--- config.mk ---
export PLATFORM = sky130hd
export DESIGN_NAME = restador_borrowlook_serie
export DESIGN_NICKNAME = d
export VERILOG_FILES = /design/src/rtl/restador_borrowlook_serie_pkg.sv /design/src/rtl/restador_borrowlook_4bits.sv /design/src/rtl/restador_borrowlook_serie.sv
export SDC_FILE = /design/constraint.sdc
export NUM_CORES = 1
export LEC_CHECK = 0
export ABC_CLOCK_PERIOD_IN_PS = 4300
export CORE_ASPECT_RATIO = 0.5
export CORE_MARGIN = 10
export CORE_UTILIZATION = 25
export DETAILED_ROUTE_END_ITERATION = 16
export HOLD_SLACK_MARGIN = 0.1
export PLACE_DENSITY_LB_ADDON = 0.15
export SYNTH_ARGS = -nofsm -noshare
export SYNTH_HDL_FRONTEND = slang
export SYNTH_HIERARCHICAL = 1
export SYNTH_SLANG_ARGS = --single-unit
--- constraint.sdc ---
create_clock -name clk -period 4.3 [get_ports clk]
set_input_delay 0.43 -clock clk [delete_from_list [all_inputs] [get_ports clk]]
set_output_delay 0.43 -clock clk [all_outputs]
set_load 0.01 [all_outputs]
--- src/rtl/restador_borrowlook_serie_pkg.sv ---
// Shared definitions for the serial borrow-lookahead subtractor:
// FSM state encoding and the width of one lookahead slice.
package restador_borrowlook_serie_pkg;

  localparam int SLICE_W = 4;

  typedef enum logic [1:0] {
    ST_IDLE = 2'd0,
    ST_CALC = 2'd1,
    ST_DONE = 2'd2
  } state_t;

endpackage : restador_borrowlook_serie_pkg

--- src/rtl/restador_borrowlook_4bits.sv ---
// 4-bit borrow-lookahead subtract slice, purely combinational.
// Computes d = a - b - bi as a + ~b + ~bi, using the same propagate/generate
// lookahead network as the 4-bit carry-lookahead adder; borrow = ~carry.
module restador_borrowlook_4bits
  import restador_borrowlook_serie_pkg::*;
(
  input  logic [SLICE_W-1:0] a,
  input  logic [SLICE_W-1:0] b,
  input  logic               bi,
  output logic [SLICE_W-1:0] d,
  output logic               bo
);

  logic [SLICE_W-1:0] nb;
  logic [SLICE_W-1:0] p;
  logic [SLICE_W-1:0] g;
  logic [SLICE_W:0]   c;

  assign nb = ~b;
  assign p  = a ^ nb;
  assign g  = a & nb;

  // Flat lookahead carries: each carry is a two-level sum of products of
  // P/G and the slice carry-in, with no ripple between bit positions.
  assign c[0] = ~bi;
  assign c[1] = g[0] | (p[0] & c[0]);
  assign c[2] = g[1] | (p[1] & g[0]) | (p[1] & p[0] & c[0]);
  assign c[3] = g[2] | (p[2] & g[1]) | (p[2] & p[1] & g[0])
              | (p[2] & p[1] & p[0] & c[0]);
  assign c[4] = g[3] | (p[3] & g[2]) | (p[3] & p[2] & g[1])
              | (p[3] & p[2] & p[1] & g[0])
              | (p[3] & p[2] & p[1] & p[0] & c[0]);

  assign d  = p ^ c[SLICE_W-1:0];
  assign bo = ~c[SLICE_W];

endmodule : restador_borrowlook_4bits

--- src/rtl/restador_borrowlook_serie.sv ---
// Multi-cycle subtractor D = A - B - Bi, processed 4 bits per clock through
// one borrow-lookahead slice with a registered borrow between slices.
// Valid/ready handshake on both sides; one transaction in flight at a time.
// Optional: define RESTADOR_OVF_EN to add the signed-overflow output ovf.
module restador_borrowlook_serie
  import restador_borrowlook_serie_pkg::*;
#(
  parameter int WIDTH = 16
) (
  input  logic             clk,
  input  logic             rst,
  input  logic             in_valid,
  output logic             in_ready,
  input  logic [WIDTH-1:0] A,
  input  logic [WIDTH-1:0] B,
  input  logic             Bi,
  output logic             out_valid,
  input  logic             out_ready,
  output logic [WIDTH-1:0] D,
  output logic             Bo
`ifdef RESTADOR_OVF_EN
  ,
  output logic             ovf
`endif
);

  localparam int NSLICE = WIDTH / SLICE_W;
  localparam int CNT_W  = (NSLICE > 1) ? $clog2(NSLICE) : 1;

  state_t             state;
  state_t             state_nxt;
  logic [WIDTH-1:0]   a_q;
  logic [WIDTH-1:0]   b_q;
  logic [WIDTH-1:0]   d_q;
  logic               bo_q;
  logic               borrow_q;
  logic [CNT_W-1:0]   cnt;
  logic               accept;
  logic               last;
  logic [SLICE_W-1:0] sl_d;
  logic               sl_bo;

  // The operand registers shift right one slice per CALC cycle, so the
  // single slice always reads the low nibble.
  restador_borrowlook_4bits u_slice (
    .a  (a_q[SLICE_W-1:0]),
    .b  (b_q[SLICE_W-1:0]),
    .bi (borrow_q),
    .d  (sl_d),
    .bo (sl_bo)
  );

  assign accept = in_valid && in_ready;
  assign last   = (cnt == CNT_W'(NSLICE - 1));
  assign D      = d_q;
  assign Bo     = bo_q;

  // FSM state register.
  always_ff @(posedge clk or posedge rst) begin
    // NOTE: non-blocking assignments in clocked blocks so every register
    // samples pre-edge values regardless of block evaluation order.
    if (rst) state <= ST_IDLE;
    else     state <= state_nxt;
  end

  // Next-state and handshake outputs.
  always_comb begin
    // NOTE: every output gets a default first so no path leaves it
    // unassigned, which would infer a latch.
    state_nxt = state;
    in_ready  = 1'b0;
    out_valid = 1'b0;
    case (state)
      ST_IDLE: begin
        in_ready = 1'b1;
        if (in_valid) state_nxt = ST_CALC;
      end
      ST_CALC: begin
        if (last) state_nxt = ST_DONE;
      end
      ST_DONE: begin
        out_valid = 1'b1;
        if (out_ready) state_nxt = ST_IDLE;
      end
      default: state_nxt = ST_IDLE;
    endcase
  end

`ifdef RESTADOR_OVF_EN
  logic a_msb;
  logic b_msb;
  logic ovf_q;

  assign ovf = ovf_q;

  // Latch operand sign bits at accept; resolve overflow with the final slice.
  always_ff @(posedge clk or posedge rst) begin
    if (rst) begin
      a_msb <= 1'b0;
      b_msb <= 1'b0;
      ovf_q <= 1'b0;
    end else if (accept) begin
      a_msb <= A[WIDTH-1];
      b_msb <= B[WIDTH-1];
    end else if (state == ST_CALC && last) begin
      ovf_q <= (a_msb != b_msb) && (sl_d[SLICE_W-1] != a_msb);
    end
  end
`endif

  // Operand capture, per-slice result assembly, borrow chain and counter.
  always_ff @(posedge clk or posedge rst) begin
    // NOTE: the result registers are reset as well, because D and Bo must
    // read zero after reset rather than a stale or unknown value.
    if (rst) begin
      a_q      <= '0;
      b_q      <= '0;
      d_q      <= '0;
      bo_q     <= 1'b0;
      borrow_q <= 1'b0;
      cnt      <= '0;
    end else if (accept) begin
      a_q      <= A;
      b_q      <= B;
      borrow_q <= Bi;
      cnt      <= '0;
    end else if (state == ST_CALC) begin
      a_q      <= a_q >> SLICE_W;
      b_q      <= b_q >> SLICE_W;
      // New slice result enters at the top; after NSLICE cycles the first
      // slice has shifted down to bit 0.
      d_q      <= (d_q >> SLICE_W) | (WIDTH'(sl_d) << (WIDTH - SLICE_W));
      borrow_q <= sl_bo;
      cnt      <= cnt + CNT_W'(1);
      if (last) bo_q <= sl_bo;
    end
  end

endmodule : restador_borrowlook_serie

### Yosys cells after proc, flatten, opt, wreduce, memory -nomap -nowiden

Cells that the tools add are included.

| storage, ports and cells | value |
|---|---|
| register bits after elaboration | 54 |
| input port bits | 37 |
| output and inout port bits | 19 |
| logic and storage cells | 68 |

| operators by class | value |
|---|---|
| add/subtract/negate cells | 1 |
| equal/unequal tests | 6 |
| mux-type cells | 14 |
| bitwise gates (word level) | 34 |
| reductions and logical operators | 6 |

Operators by type and width:

| cell | count |
|---|---|
| 2-to-1 mux 16 bit | 4 |
| bitwise AND 1 bit | 16 |
| OR 12 x 16 -> 16 bit | 1 |
| 2-to-1 mux 2 bit | 5 |
| OR 1 bit | 10 |
| XOR 4 bit | 2 |
| != test 2 bit, second input constant | 3 |
| one-hot mux 2 bit (3 select lines) | 1 |
| AND reduction 3 bit | 2 |
| bitwise AND 4 bit | 1 |
| equality test 2 bit, second input constant | 2 |
| 2-to-1 mux 1 bit | 4 |
| NOT 4 bit | 1 |
| NOT 1 bit | 3 |
| adder 2 x 1 -> 2 bit, second input constant | 1 |
| equality test 2 x 1 -> 1 bit, second input constant | 1 |
| logical NOT 2 bit | 1 |
| AND reduction 2 bit | 1 |
| nonzero test 2 bit | 1 |
| logical AND 1 bit | 1 |

### Longest topological paths before layout

| depth | value |
|---|---|
| depth after elaboration | 10 |
| depth in mapped cells | 7 |
| mapped depth without buffers | 7 |

### Hierarchy

The synthesis kept the hierarchy.

Modules (own cells, without submodules):

| module | instances | cells an instance | area an instance (µm²) | seq. area each (µm²) |
|---|---|---|---|---|
| restador_borrowlook_serie | 1 | 255 | 2381.0 | 1351.3 |
| restador_borrowlook_4bits | 1 | 24 | 202.7 | 0.0 |

### Least setup slack after synthesis

Ideal clock, no wire load.

| timing path | value |
|---|---|
| kind | reg2reg |
| from | register b_q[0] |
| to | register bo_q, in the netlist Bo |
| setup time | 0.127 ns |
| arrival | 1.361 ns |
| required time | 4.173 ns |
| slack | 2.811 ns |
| stages on the path, launching flop included | 7 |
| buffers on the path | 0 |
| clock period less this slack | 1.489 ns |
| cells stage by stage | dfrtp_1 inv_1 ha_1 nor2b_4 o2111a_2 nor3_2 mux2_1 |

| between the ends | value |
|---|---|
| word-level cells in the longest chain between the ends | 6 |
| elaborated cells between the ends (all ways) | 9 |
| those cells by class | bitwise: 9 |

Ends and longest elaborated chain:

| element | RTL line | RTL |
|---|---|---|
| start, declared | restador_borrowlook_serie.sv:33 | `logic [WIDTH-1:0] b_q;` |
| start signal, assigned | restador_borrowlook_serie.sv:129 | `b_q <= b_q >> SLICE_W;` |
| NOT 4 bit * | restador_borrowlook_4bits.sv:19 | `assign nb = ~b;` |
| bitwise AND 4 bit / XOR 4 bit (equally long branches) | restador_borrowlook_4bits.sv:21, restador_borrowlook_4bits.sv:20 |  |
| bitwise AND 1 bit (on tied branches) | restador_borrowlook_4bits.sv:31, restador_borrowlook_4bits.sv:32 |  |
| OR 1 bit / bitwise AND 1 bit (equally long branches) | restador_borrowlook_4bits.sv:31, restador_borrowlook_4bits.sv:32 |  |
| OR 1 bit * | restador_borrowlook_4bits.sv:32 | `\| (p[3] & p[2] & p[1] & p[0] & c[0]);` |
| NOT 1 bit * | restador_borrowlook_4bits.sv:35 | `assign bo = ~c[SLICE_W];` |
| net sl_bo | restador_borrowlook_serie.sv:41 | `logic sl_bo;` |
| end signal, assigned | restador_borrowlook_serie.sv:135 | `if (last) bo_q <= sl_bo;` |
| end, declared | restador_borrowlook_serie.sv:35 | `logic bo_q;` |

The timed path passes the listed nets; every way through them passes the cells marked *.
A chain may end at the register's enable or synchronous reset.

### Worst setup path in the final report

| timing path | value |
|---|---|
| from | register state[1] |
| to | output port out_valid |

| between the ends | value |
|---|---|
| word-level cells in the longest chain between the ends | 2 |

Ends and longest elaborated chain:

| element | RTL line | RTL |
|---|---|---|
| start, declared | restador_borrowlook_serie.sv:30 | `state_t state;` |
| start signal, assigned | restador_borrowlook_serie.sv:63 | `else state <= state_nxt;` |
| equality test 2 bit | restador_borrowlook_serie.sv:73 | `case (state)` |
| 2-to-1 mux 1 bit | restador_borrowlook_serie.sv:73 |  |
| end, declared | restador_borrowlook_serie.sv:17 | `output logic out_valid,` |

Every way passes these cells.

==> qor.csv <==
stage;metric;value;unit
power_and_ir_drop;irDropWorstVdd;234;µV
layout;fin_nets;369;
synth;avgSynthCellArea;9.26;µm²
min_path;hold_class;flip-flop to flip-flop;
synth;synthArstFlopShare;100;%
power_and_ir_drop;total_power;0.00266;W
synth;synth-seq-area-share;52.3;%
placed_design;globalplace.congestion;0.749;
setup_path;crit_required;3.87;ns
timing;finalHoldViolCount;0;
synth;synth-edff-count;0;
layout;fillers;1076;
synth;synth_flop_cell;dfrtp_1;
die;rows;26;
layout;fin_util;33.5;%
timing;max_slew_margin;31.9;%
die;die_x;164;µm
clock_network;numCtsBuffers;5;
synth;synth_common_cells;57 x nor3_1, 55 x nand2_1, 54 x dfrtp_1, 21 x o22ai_1, 13 x buf_2;
clock_network;path_clk_slew;0.07;ns
clock_network;clk_path_buf_depth;2;
die;io-pin-count;56;
timing;whs;0.474;ns
timing;setup_tns;0;ns
timing;drv_slew;0;
setup_path;path_class;flip-flop to output pin;
detailed_routing;first_pass_iters;4;
die;dieArea;0.0150;mm²
die;start_util;25.5;%
power_and_ir_drop;p_leak;1.43;nW
grt;grt_max_degree;61;
synth;yosysWarnings;6;
outcome;run_status;completed;
timing;setup_violations;0;
clock_network;post_cts_resized;0;
grt;grt_usage;9.20;%
detailed_routing;drt_iter0_drc;91;
timing;fin_crit_sh;59.4;%
clock_network;hold_buffers;0;
placed_design;portBuffers;55;
clock_network;clock_latency;0.29;ns
synth;syn_area;0.00258;mm²
setup_path;r2r_cells;3;
timing;max_clock_freq;392;MHz
detailed_routing;vias;2165;
power_and_ir_drop;p_per_area;783;mW/mm²
run;maxCapViolations;0;
min_path;holdPathStages;2;
clock_network;cts_setup_buffers;0;
timing;timing.final.crit_period;2.55;ns
timing;tightest_slew;1.02;ns
setup_path;path_max_fanout;23;
detailed_routing;drc;0;
clock_network;cts-root-buf;clkbuf_16;
synth;yosysTopAreaCell;dfrtp_1;
detailed_routing;avgViaCountPerCell;4.64;
grt;antenna_found_initial;0;
clock_network;htree_levels;2;
detailed_routing;wl;6870;µm
detailed_routing;drtAntennaViolNets;0;
synth;synth-seq-cells;54;
synth;yosysMostFrequentCell;nor3_1;
synth;synthTopCellsByArea;dfrtp_1 52%, nor3_1 11%, nand2_1 8.0%, o22ai_1 5.1%, buf_2 2.5%;
grt;grt_pass1_wl;11300;µm
placed_design;dp_hpwl;4800;µm
setup_path;crit_arrival;2.12;ns
layout;syn_to_final_growth;31.7;%
setup_path;startpoint_type;flip-flop;
layout;layout-drive-gt1-share;6.12;%
synth;syn_nets;322;
grt;first_global_vias;2177;
timing;finClkSkew;0.00452;ns
clock_network;clock_sinks;54;
grt;grt_overflow;0;
synth;syn_inst;279;
setup_path;endpoint_kind;output pin;
clock_network;cts_tree;done;
timing;rsz0062_at_grt;no;
die;design.core.area;0.0101;mm²
synth;ys_types;33;
die;dieHeight;91.9;µm
detailed_routing;wl_per_cell;14.7;µm
synth;synth_top_area_share;52.3;%
layout;num_antenna_cells;0;
==> cells in the final DEF (no fill, tap or decap), drive strengths merged, types with 2 or more instances in the layout <==
master,count
ha,5
a21oi,2
clkbuf,7
or2,3
clkdlybuf4s50,55
o21ai,12
dfrtp,54
o32ai,4
inv,8
nand2b,2
a22o,4
o22ai,21
xnor2,2
nor3,58
nor2,12
nor3b,3
buf,5
nand2,55
nor2b,4
==> flip-flops by register name (all words and copies together), names as in the netlist <==
signal,flops
state,2
cnt,2
borrow_q,1
D,16
Bo,1
a_q,16
b_q,16
==> through the flow <==
| stage | cell area (µm²) | worst slack [ns] | cells |
|---|---|---|---|
| after floorplan | 2580 | 2.56 | 279 |
| after global placement | 3240 | 1.88 | 459 |
| after detailed placement | 3240 | 1.84 | 459 |
| after CTS | 3400 | 1.72 | 467 |
| after global routing | 3400 | 1.59 | 467 |
| final | 3400 | 1.75 | 467 |
==> worst max-delay path, cell delays in order, from the launching register on <==
cell             delay (ns)
dfrtp_1                0.60
inv_1                  0.47
nor2_1                 0.19
clkdlybuf4s50_1        0.56
==> report_power, final <==
| group | internal (W) | total (W) | leakage (nW) | switching, W |
|---|---|---|---|---|
| clock | 0.000276 | 0.000457 | 0.0781 | 0.000182 |
| sequential | 0.000755 | 0.000949 | 0.662 | 0.000194 |
| combinational | 0.000578 | 0.00126 | 0.686 | 0.000679 |
| total | 0.00161 | 0.00266 | 1.43 | 0.00105 |
==> cell type report <==
type | instances | area (µm²) | share of cell area (%)
clock buffers | 7 | 133 | 3.90
clock inverters | 1 | 30.0 | 0.882
inverters | 8 | 30.0 | 0.882
multi-input cells | 197 | 1100 | 32.2
flip-flops and latches | 54 | 1350 | 39.7
well taps | 140 | 175 | 5.15
repair buffers | 60 | 588 | 17.3
==> final timing paths <==
path,start,to,slack (ns)
worst min register to register,D[3],D[3],0.47
worst min-delay path,D[3],D[3],0.47
max in group asynchronous,rst,a_q[0],3.17
worst max-delay path,state[1],out_valid,1.75
worst max register to register,state[1],a_q[13],2.33
min in group asynchronous,rst,D[2],0.65
==> logic make-up (layout without fill, tap and decap cells) <==
logic type	Yosys count	after routing	share of synthesized area [%]
DFF	54	54	52.3
AOI/OAI and AO/OA	50	50	13.3
xor gates and xnor gates	2	2	0.678
buffers and inverters	28	76	5.28
adders and majority gates	6	6	3.20
and+or+nand+nor	138	138	24.8
muxes	1	1	0.436
==> per-layer routing <==
| layer | vias up | global-route usage [%] | routed length, µm |
|---|---|---|---|
| met5 | - | 0 | 0 |
| met4 | 0 | 2.66 | 68 |
| met3 | 4 | 2.94 | 443 |
| met2 | 42 | 14.7 | 3150 |
| met1 | 1048 | 11.7 | 3210 |
| li1 | 1071 | - | - |
Note: power is estimated with default switching activity, not from simulation.
==> variant, RTL diff (config.mk and constraints unchanged) <==
Build with the macro `RESTADOR_OVF_EN` defined.
--- a/src/rtl/restador_borrowlook_serie.sv
+++ b/src/rtl/restador_borrowlook_serie.sv
@@ -3,4 +3,6 @@
 // Valid/ready handshake on both sides; one transaction in flight at a time.
 // Optional: define RESTADOR_OVF_EN to add the signed-overflow output ovf.
+`define RESTADOR_OVF_EN
+
 module restador_borrowlook_serie
   import restador_borrowlook_serie_pkg::*;
Function (old outputs only; new: ovf): kept (Yosys induction, for registers that start in step).
==> variant against the original RTL <==
  * Wire length fell by 6.6%
  * Design area rose by 2.4%
  * Via count is 7.8% lower
  * Global-route usage decreased by 0.051 points
  * Non-clock buffer count is 2 lower
  * Sequential cell count rose by 3
  * Power hardly changed
  * Cell count is 1.5% lower
  * Synthesized area rose by 1.2%
  * Clock skew hardly changed
  * Setup slack improved by 0.50 ns
  * Critical endpoint unchanged
  * Hold slack got worse by 0.0039 ns
  * Combinational power shrank 10%
==> variant: results (changes against the original RTL) <==
Finish
  – Clock-cell share of area: 7.22% (was 4.78%)
  – Layout buffer count excluding clock buffers: 58 (was 60)
  – Layout Cells excl Fill: 460 (was 467)
  – Signal buffers share of area: 16.5% (was 17.3%)
  – Sequential Area: 0.00143 mm² (was 0.00135 mm²)
  – Final net count: 361 (was 369)
  – Clk_buf instances: 12 (was 7)
  – #MultiIn Comb: 184 (was 197)
  – FILL cells: 1,062 (was 1,076)
  – Area of the multi-input gates: 0.00103 mm² (was 0.00110 mm²)
  – Share of post-route cells with drive strength above 1: 8.75% (was 6.12%)
  – Seq Cell Count: 57 (was 54)
  – Area delta synth->final: 33.3% (was 31.7%)

Place
  – Placed inst area: 0.00323 mm² (was 0.00324 mm²)
  – GP Congestion: 0.722 (was 0.749)
  – IO buf count: 56 (was 55)
  – Setup Slack @ Placement: 2.19 ns (was 1.84 ns)
  – Dpl cells: 447 (was 459)
  – Detailed placer's ending HPWL: 4470 µm (was 4800 µm)

Pwr
  – Max VDD drop: 0.241 mV (was 0.234 mV)
  – Leak: 0.00164 µW (was 0.00143 µW)
  – Switching Share: 37.3% (was 39.6%)

Synth
  – Avg Cell Area, Syn: 9.90 µm² (was 9.26 µm²)
  – Syn Nets: 307 (was 322)
  – Top cells by count, synth: nand2_1 (114), dfrtp_1 (57), a22oi_1 (25) (was nor3_1 (57), nand2_1 (55), dfrtp_1 (54))
  – Sequential-to-total area share from yosys stat: 54.6% (was 52.3%)
  – Synth top area cells: dfrtp_1 (55%), nand2_1 (16%), a22oi_1 (7.2%), buf_6 (3.9%), ha_1 (2.4%) (was dfrtp_1 (52%), nor3_1 (11%), nand2_1 (8.0%), o22ai_1 (5.1%), buf_2 (2.5%))

GRT
  – GR Util All Layers: 9.15% (was 9.20%)
  – Vias in the first global route: 2,077 (was 2,177)
  – Largest net degree at the start of global routing: 44 (was 61)
  – GR met3 Demand/Resource: 4.42% (was 2.94%)
  – First-pass GRT wire length: 11,000 µm (was 11,300 µm)
  – M1 GR Usage: 11.1% (was 11.7%)

Clocking
  – Clk slew on worst S/H paths: 0.05 ns (was 0.07 ns)
  – Total CTS buffers: 9 (was 5)
  – H-tree Lvls: 3 (was 2)
  – Post-CTS Setup Repair Bufs: 0 (unchanged)
  – Clock Latency Late Sink: 0.32 ns (was 0.29 ns)
  – Deepest clock path buffer count: 2 (unchanged)

Routing
  – WL met2: 2950 µm (was 3150 µm)
  – Met3 WL post-DR: 556 µm (was 443 µm)
  – Starting DRT DRC Count: 111 (was 91)
  – Via/cell ratio: 4.34 (was 4.64)
  – WL met1: 2830 µm (was 3210 µm)
  – Avg WL per Cell: 14.0 µm (was 14.7 µm)

Timing
  – Relative slew slack: 29.3% (was 31.9%)
  – Slew Viols, Final: 0 (unchanged)

Worst setup path
  – Largest stage delay, worst path: 0.53 ns (was 0.60 ns)
  – Worst-path fanout max: 8 (was 23)
  – CP max stage cell: clkdlybuf4s50_1 (was dfrtp_1)

Outcome
  – Status: finished clean (unchanged)

Min path
  – Hold Crit Class: reg -> reg (unchanged)

Floorplanning
  – Die area: 0.0152 mm² (was 0.0150 mm²)
==> variant: logic make-up (layout without fill, tap and decap cells) <==
group	count (synthesis)	after routing	synth area share, %
XOR/XNOR	2	2	0.670
AND/OR/NAND/NOR	128	128	20.6
buffers and inverters	23	79	6.37
multiplexers	4	4	2.01
AO/OA/AOI/OAI	44	44	12.6
adder cells (fa/ha/maj)	6	6	3.16
flip-flops	57	57	54.6
==> variant: power by group through the flow <==
stage / clock network [µW] / logic [µW] / registers, µW
global placement: 0 / 1130 / 927
CTS: 626 / 1150 / 928
detailed placement: 0 / 1150 / 934
finish: 608 / 1130 / 925
floorplan: 0 / 837 / 926
global route: 651 / 1300 / 959
==> variant: final timing paths <==
kind                       startpoint         to  slack, ns  cells past startpoint
min reg2reg                      D[0]       D[0]       0.47                      2
min                              D[0]       D[0]       0.47                      2
max in group asynchronous         rst    b_q[11]       2.93                      3
min in group asynchronous         rst       D[2]       0.51                      2
max reg2reg                  state[0]         Bo       2.28                      3
max                          state[0]  out_valid       2.24                      3
